$ cat src/rtl/core_pkg.sv
// core_pkg: definitions shared across the RV32I core.
//   - datapath width, register count and register index type
//   - writeback-select encodings, used by both the writeback mux and the register file
package core_pkg;

    localparam int XLEN      = 32;
    localparam int NREGS     = 32;
    localparam int REG_IDX_W = 5;

    typedef logic [REG_IDX_W-1:0] reg_idx_t;

    localparam reg_idx_t REG_ZERO = 5'd0;

    typedef enum logic [1:0] {
        WB_MEM = 2'h0,
        WB_ALU = 2'h1,
        WB_PC4 = 2'h2
    } wb_sel_t;

endpackage

$ cat src/rtl/reg_file_wb_if.sv
// reg_file_wb_if: groups the read, writeback and scoreboard signals of the register file.
//   master  : decode/execute + writeback side (drives indices, write and load-issue strobes)
//   slave   : register file (returns read data, stall and the busy vector)
interface reg_file_wb_if;
    import core_pkg::*;

    reg_idx_t              io_rs1_addr;
    reg_idx_t              io_rs2_addr;
    logic [XLEN-1:0]       io_rs1_data;
    logic [XLEN-1:0]       io_rs2_data;
    logic                  io_wr_en;
    reg_idx_t              io_wr_addr;
    logic [XLEN-1:0]       io_wr_data;
    logic                  io_busy_set;
    reg_idx_t              io_busy_addr;
    logic                  io_flush;
    logic                  io_stall;
    logic [NREGS-1:0]      io_busy_vec;

    modport master (
        output io_rs1_addr, io_rs2_addr, io_wr_en, io_wr_addr, io_wr_data,
               io_busy_set, io_busy_addr, io_flush,
        input  io_rs1_data, io_rs2_data, io_stall, io_busy_vec
    );

    modport slave (
        input  io_rs1_addr, io_rs2_addr, io_wr_en, io_wr_addr, io_wr_data,
               io_busy_set, io_busy_addr, io_flush,
        output io_rs1_data, io_rs2_data, io_stall, io_busy_vec
    );

endinterface

$ cat src/rtl/reg_file_wb_scoreboard.sv
// reg_scoreboard: one pending-load bit per register plus the load-use stall compare.
//   Ports: clock/reset (sync, active-high); i_flush, i_busy_set/i_busy_addr (load issue),
//   i_wr_en/i_wr_addr (writeback), i_rs1_addr/i_rs2_addr (decode sources);
//   o_stall (source operand pending), o_busy_vec (bit 0 always 0).
// Optional macro REGFILE_BYPASS_EN: a register being written back this cycle is
// treated as not busy for the stall, releasing a load-use stall one cycle earlier.
module reg_scoreboard
    import core_pkg::*;
(
    input  logic             clock,
    input  logic             reset,
    input  logic             i_flush,
    input  logic             i_busy_set,
    input  reg_idx_t         i_busy_addr,
    input  logic             i_wr_en,
    input  reg_idx_t         i_wr_addr,
    input  reg_idx_t         i_rs1_addr,
    input  reg_idx_t         i_rs2_addr,
    output logic             o_stall,
    output logic [NREGS-1:0] o_busy_vec
);

    // x0 has no flop: it can never be pending.
    logic [NREGS-1:1] r_busy;
    logic [NREGS-1:0] w_busy_eff;

    always_ff @(posedge clock) begin
        if (reset) begin
            r_busy <= '0;
        end else if (i_flush) begin
            // flush discards every mark, including a load issued this same cycle
            r_busy <= '0;
        end else begin
            for (int i = 1; i < NREGS; i++) begin
                // a newly issued load wins over the older load's writeback clear
                if (i_busy_set && i_busy_addr == REG_IDX_W'(i))
                    r_busy[i] <= 1'b1;
                else if (i_wr_en && i_wr_addr == REG_IDX_W'(i))
                    r_busy[i] <= 1'b0;
            end
        end
    end

    assign o_busy_vec = {r_busy, 1'b0};

    always_comb begin
        w_busy_eff = {r_busy, 1'b0};
`ifdef REGFILE_BYPASS_EN
        if (i_wr_en)
            w_busy_eff[i_wr_addr] = 1'b0;
`endif
    end

    assign o_stall = (w_busy_eff[i_rs1_addr] && i_rs1_addr != REG_ZERO) ||
                     (w_busy_eff[i_rs2_addr] && i_rs2_addr != REG_ZERO);

endmodule

$ cat src/rtl/reg_file_wb.sv
// reg_file_wb: RV32I integer register file at the end of the writeback path.
//   Ports: clock, reset (sync, active-high); bus (reg_file_wb_if.slave) carrying two
//   combinational read ports, the writeback port, load-issue/flush scoreboard inputs,
//   and the stall / busy-vector outputs.
//   x0 reads as zero and ignores writes. A write is visible to reads the next cycle.
// Optional macro REGFILE_BYPASS_EN: a read of the index being written this cycle
// returns the incoming writeback word (write-through), and the stall releases with it.
module reg_file_wb
    import core_pkg::*;
(
    input  logic          clock,
    input  logic          reset,
    reg_file_wb_if.slave  bus
);

    logic [XLEN-1:0] r_mem [NREGS];
    logic            w_wr_hit;
    logic [XLEN-1:0] w_rs1_data;
    logic [XLEN-1:0] w_rs2_data;

    assign w_wr_hit = bus.io_wr_en && (bus.io_wr_addr != REG_ZERO);

    always_ff @(posedge clock) begin
        if (reset) begin
            for (int i = 0; i < NREGS; i++)
                r_mem[i] <= '0;
        end else if (w_wr_hit) begin
            r_mem[bus.io_wr_addr] <= bus.io_wr_data;
        end
    end

    always_comb begin
        w_rs1_data = r_mem[bus.io_rs1_addr];
`ifdef REGFILE_BYPASS_EN
        if (w_wr_hit && bus.io_wr_addr == bus.io_rs1_addr)
            w_rs1_data = bus.io_wr_data;
`endif
        if (bus.io_rs1_addr == REG_ZERO)
            w_rs1_data = '0;
    end

    always_comb begin
        w_rs2_data = r_mem[bus.io_rs2_addr];
`ifdef REGFILE_BYPASS_EN
        if (w_wr_hit && bus.io_wr_addr == bus.io_rs2_addr)
            w_rs2_data = bus.io_wr_data;
`endif
        if (bus.io_rs2_addr == REG_ZERO)
            w_rs2_data = '0;
    end

    assign bus.io_rs1_data = w_rs1_data;
    assign bus.io_rs2_data = w_rs2_data;

    reg_scoreboard u_sb (
        .clock       (clock),
        .reset       (reset),
        .i_flush     (bus.io_flush),
        .i_busy_set  (bus.io_busy_set),
        .i_busy_addr (bus.io_busy_addr),
        .i_wr_en     (bus.io_wr_en),
        .i_wr_addr   (bus.io_wr_addr),
        .i_rs1_addr  (bus.io_rs1_addr),
        .i_rs2_addr  (bus.io_rs2_addr),
        .o_stall     (bus.io_stall),
        .o_busy_vec  (bus.io_busy_vec)
    );

endmodule

$ cat src/flat_wrapper.sv
// flat-port wrapper written by rule: the top's interface ports become plain ports
module reg_file_wb_flat import core_pkg::*;
  (clock, reset, bus_io_rs1_addr, bus_io_rs2_addr, bus_io_wr_en, bus_io_wr_addr, bus_io_wr_data, bus_io_busy_set, bus_io_busy_addr, bus_io_flush, bus_io_rs1_data, bus_io_rs2_data, bus_io_stall, bus_io_busy_vec);
  reg_file_wb_if bus_i ();
  input  logic clock;
  input  logic reset;
  input wire logic [$bits(bus_i.io_rs1_addr)-1:0] bus_io_rs1_addr;
  input wire logic [$bits(bus_i.io_rs2_addr)-1:0] bus_io_rs2_addr;
  input wire logic [$bits(bus_i.io_wr_en)-1:0] bus_io_wr_en;
  input wire logic [$bits(bus_i.io_wr_addr)-1:0] bus_io_wr_addr;
  input wire logic [$bits(bus_i.io_wr_data)-1:0] bus_io_wr_data;
  input wire logic [$bits(bus_i.io_busy_set)-1:0] bus_io_busy_set;
  input wire logic [$bits(bus_i.io_busy_addr)-1:0] bus_io_busy_addr;
  input wire logic [$bits(bus_i.io_flush)-1:0] bus_io_flush;
  output wire logic [$bits(bus_i.io_rs1_data)-1:0] bus_io_rs1_data;
  output wire logic [$bits(bus_i.io_rs2_data)-1:0] bus_io_rs2_data;
  output wire logic [$bits(bus_i.io_stall)-1:0] bus_io_stall;
  output wire logic [$bits(bus_i.io_busy_vec)-1:0] bus_io_busy_vec;
  assign bus_i.io_rs1_addr = bus_io_rs1_addr;
  assign bus_i.io_rs2_addr = bus_io_rs2_addr;
  assign bus_i.io_wr_en = bus_io_wr_en;
  assign bus_i.io_wr_addr = bus_io_wr_addr;
  assign bus_i.io_wr_data = bus_io_wr_data;
  assign bus_i.io_busy_set = bus_io_busy_set;
  assign bus_i.io_busy_addr = bus_io_busy_addr;
  assign bus_i.io_flush = bus_io_flush;
  assign bus_io_rs1_data = bus_i.io_rs1_data;
  assign bus_io_rs2_data = bus_i.io_rs2_data;
  assign bus_io_stall = bus_i.io_stall;
  assign bus_io_busy_vec = bus_i.io_busy_vec;
  reg_file_wb u_core (.clock(clock), .reset(reset), .bus(bus_i));
endmodule
$ cat config.mk
export PLATFORM = sky130hd
export DESIGN_NAME = reg_file_wb_flat
export DESIGN_NICKNAME = d
export VERILOG_FILES = /design/src/rtl/core_pkg.sv /design/src/rtl/reg_file_wb_if.sv /design/src/rtl/reg_file_wb_scoreboard.sv /design/src/rtl/reg_file_wb.sv /design/src/flat_wrapper.sv
export SDC_FILE = /design/constraint.sdc
export NUM_CORES = 2
export LEC_CHECK = 0
export CELL_PAD_IN_SITES_DETAIL_PLACEMENT = 0
export CELL_PAD_IN_SITES_GLOBAL_PLACEMENT = 1
export CORE_MARGIN = 3
export CORE_UTILIZATION = 45
export DETAILED_ROUTE_END_ITERATION = 7
export PLACE_DENSITY_LB_ADDON = 0.1
export SYNTH_ARGS = -nofsm -noshare
export SYNTH_HDL_FRONTEND = slang
export SYNTH_SLANG_ARGS = --single-unit
$ cat constraint.sdc
create_clock -name clock -period 3.8 [get_ports clock]
set_input_delay 0.57 -clock clock [delete_from_list [all_inputs] [get_ports clock]]
set_output_delay 0.57 -clock clock [all_outputs]
set_load 0.01 [all_outputs]
==> impl_metrics.toml <==
[clocking]
cts_sinks = 1055
clock-root-buffer = "clkbuf_16"
tritoncts = "yes"
clk_latency_ps = 700
cts_setup_buffers = 0
cts_hold_buf = 0
cts-htree-levels = 3
path_clk_slew_ps = 60
cts_buffers = 119
clock_path_buffers = 3

[die]
ios = 154
die_w_um = 359.9
die_area_mm2 = 0.1295
initial_utilization = 0.4547
die_h_um = 359.9
core_mm2 = 0.1240
placementRows = 129

[critical_path]
critical_path.top_delay_family = "multiplexers"
worstPathMaxFanout = 2
rrSetupSlack_ps = 2980
cp_cell_sequence = "mux4_2, mux2i_1, o22a_1, o221ai_1, clkdlybuf4s50_1"
end_kind = "output port"
path_class = "reg -> out"
cp.buffers_inverters = 1
start_kind = "flip-flop"
crit_slowest_cell = "clkdlybuf4s50_1"
cp_data_required_time_ps = 3230
critPathMaxStageDelay_ps = 600
crit_arrival_ps = 3190

[detailed_routing]
via_count = 34915
drtIter0Drc = 4390
wire_per_inst_um = 35.07
drc = 0
wl_mm = 192.4
drtPass1Iterations = 5
vias_per_cell = 6.366
antenna_left = 0

[timing]
rsz0062_at_grt = "false"
skew_ps = 0
finalSetupViolCount = 0
holdWs_ps = 487.3
fin_crit_ps = 3757
hold_violations = 0
clock.fmax_mhz = 266.2
finalMaxSlewViolations = 0
worstMarginPinSlew_ps = 1272
timing.final.crit_share = 0.9887
relSlewSlack = 0.1494
setup_ws_ps = 42.86

[power]
power.density_mw_per_mm2 = 443.5
fin_total_pwr_mw = 28.90
ir_drop_v = 0.0003662
power_leakage_nw = 22.60

[cells_and_area]
fin_area_mm2 = 0.06517
syn2layout_area_growth_pct = 15.63
post-route-util = 0.5258
final_nets = 3797
drive_above_1_share = 0.2627
fillers = 10071

[global_routing]
grt-busiest-layer = "met2"
grt.total_usage = 0.2968
grt_pass1_wl_mm = 272.2
grt_antenna_before_repair = 24
grt_util_met2 = 0.4850
grt_use_met1 = 0.3875
first_global_vias = 36677
grt_max_degree = 81
grt_overflow = 0
grt_use_met3 = 0.05959

[outcome]
status = "complete, no violations"

[synthesis]
yosysWarningCount = 0
ys_seq_area_frac = 0.5566
syn_area_mm2 = 0.05636
synth_edf_count = 1024
ys_ff_latch = 1055
synth_cells = 3595
syn_area_per_cell_um2 = 15.68
async_flop_share = 0
synth_cell_types = 41
ys.flop_type = "edfxtp_1"

[placed_design]
dpl_worst_slack_ps = -104.4
place_area_mm2 = 0.06135
dp_hpwl_mm = 114.6
placement.io_buffers = 152
place_congestion = 0.9016

[hold_path]
hold_class = "in -> reg"

[flow_run]
drv_cap = 0
registers in the layout (all words and copies together), names as in the netlist:
register	flops
u_core.u_sb.r_busy	31
u_core.r_mem	1024
path summary, 6_finish.rpt:
check / startpoint / endpoint / cells past startpoint
max: u_core.r_mem[11][1] / bus_io_rs2_data[1] / 5
min: reset / u_core.r_mem[0][25] / 2
min reg2reg: u_core.u_sb.r_busy[25] / u_core.u_sb.r_busy[25] / 2
max reg2reg: u_core.u_sb.r_busy[2] / u_core.u_sb.r_busy[2] / 2
metal layers:
metal,part of all wire,routed length (um)
met4,0.049,9495
met5,0.00020,39
met3,0.089,17110
met1,0.38,72710
met2,0.48,93020
layout by cell type, fill, tap and decap left out, types with 3 or more instances in the layout:
master	n
edfxtp_1	1024
and2_1	994
mux4_2	521
mux2i_1	267
clkdlybuf4s50_1	145
buf_4	138
clkbuf_16	121
buf_12	91
o22a_1	64
o221ai_1	64
nand2_1	43
conb_1	33
clkinv_2	33
a21oi_1	32
nor2_4	31
o21ai_0	31
dfxtp_1	31
clkbuf_1	25
clkinv_1	20
or2_2	16
o21bai_4	15
nor2_1	12
nor2b_1	12
bufinv_16	10
nand3_1	9
diode_2	7
nand2b_2	5
clkinvlp_4	5
nand2_2	4
nand2b_1	4
inv_6	4
buf_8	4
nor3_1	3
nand4_1	3
a22oi_1	3
clkbuf_8	3
repair_timing:
item                       in CTS  in global routing
gates cloned                    0                  0
resized for setup               2                  3
setup endpoints to repair       3                  3
worst register-to-register path, stage by stage (launching register included):
cell and delay, ps:
dfxtp_1 470, o21ai_0 140, a21oi_1 150
cells by family after synthesis:
kind of cell,share of synthesized area
and+or+nand+nor,0.1240
DFF,0.5566
muxes,0.2562
buffers and inverters,0.03412
AOI/OAI and AO/OA,0.02910
other,0.00006653
per-stage QoR:
step,std cells,setup TNS (ps)
after detailed placement,5256,-129.7
after global routing,5479,0
after global placement,5256,-116.6
after floorplan,3627,0
after CTS,5478,0
final,5485,0
cell type report:
type | instances | area (um2) | share of cell area
sequential | 1055 | 31370 | 0.4813
multi-input combinational | 2182 | 23540 | 0.3612
timing repair buffer | 380 | 4408 | 0.06763
clock buffer | 149 | 3163 | 0.04853
tap | 1637 | 2048 | 0.03143
clock inverter | 73 | 619.3 | 0.009503
antenna | 7 | 17.52 | 0.0002688
inverter | 2 | 7.507 | 0.0001152
cell usage after synthesis, types with 2 or more instances:
library cell	number	area, um2
nor3_1	3	15.01
nand2b_1	9	56.30
or2_2	16	100.1
buf_4	30	225.2
nor2_2	5	31.28
o21bai_1	15	112.6
a31oi_1	2	12.51
mux4_2	521	11730
buf_6	35	394.1
o221ai_1	64	560.5
a22oi_1	3	22.52
nand2_1	47	176.4
a21oi_1	32	160.2
nor2b_1	12	75.07
edfxtp_1	1024	30750
or3_1	2	12.51
nand3_1	9	45.04
and2_1	994	6218
clkbuf_2	3	15.01
o22a_1	64	560.5
clkbuf_1	239	897.1
dfxtp_1	31	620.6
mux2_2	2	22.52
o21ai_0	31	155.2
nand4_1	3	18.77
nor2_4	10	112.6
buf_2	55	275.3
buf_1	25	93.84
inv_1	2	7.510
nor2_1	28	105.1
mux2i_1	268	2683
a221oi_1	2	17.52
where the power goes:
group | total, mW | switching [mW] | internal (mW)
combinational | 3.86 | 2.08 | 1.78
sequential | 13.7 | 0.312 | 13.4
clock | 11.3 | 4.81 | 6.54
total | 28.9 | 7.20 | 21.7
No activity file was read; power rests on OpenSTA's default activity.
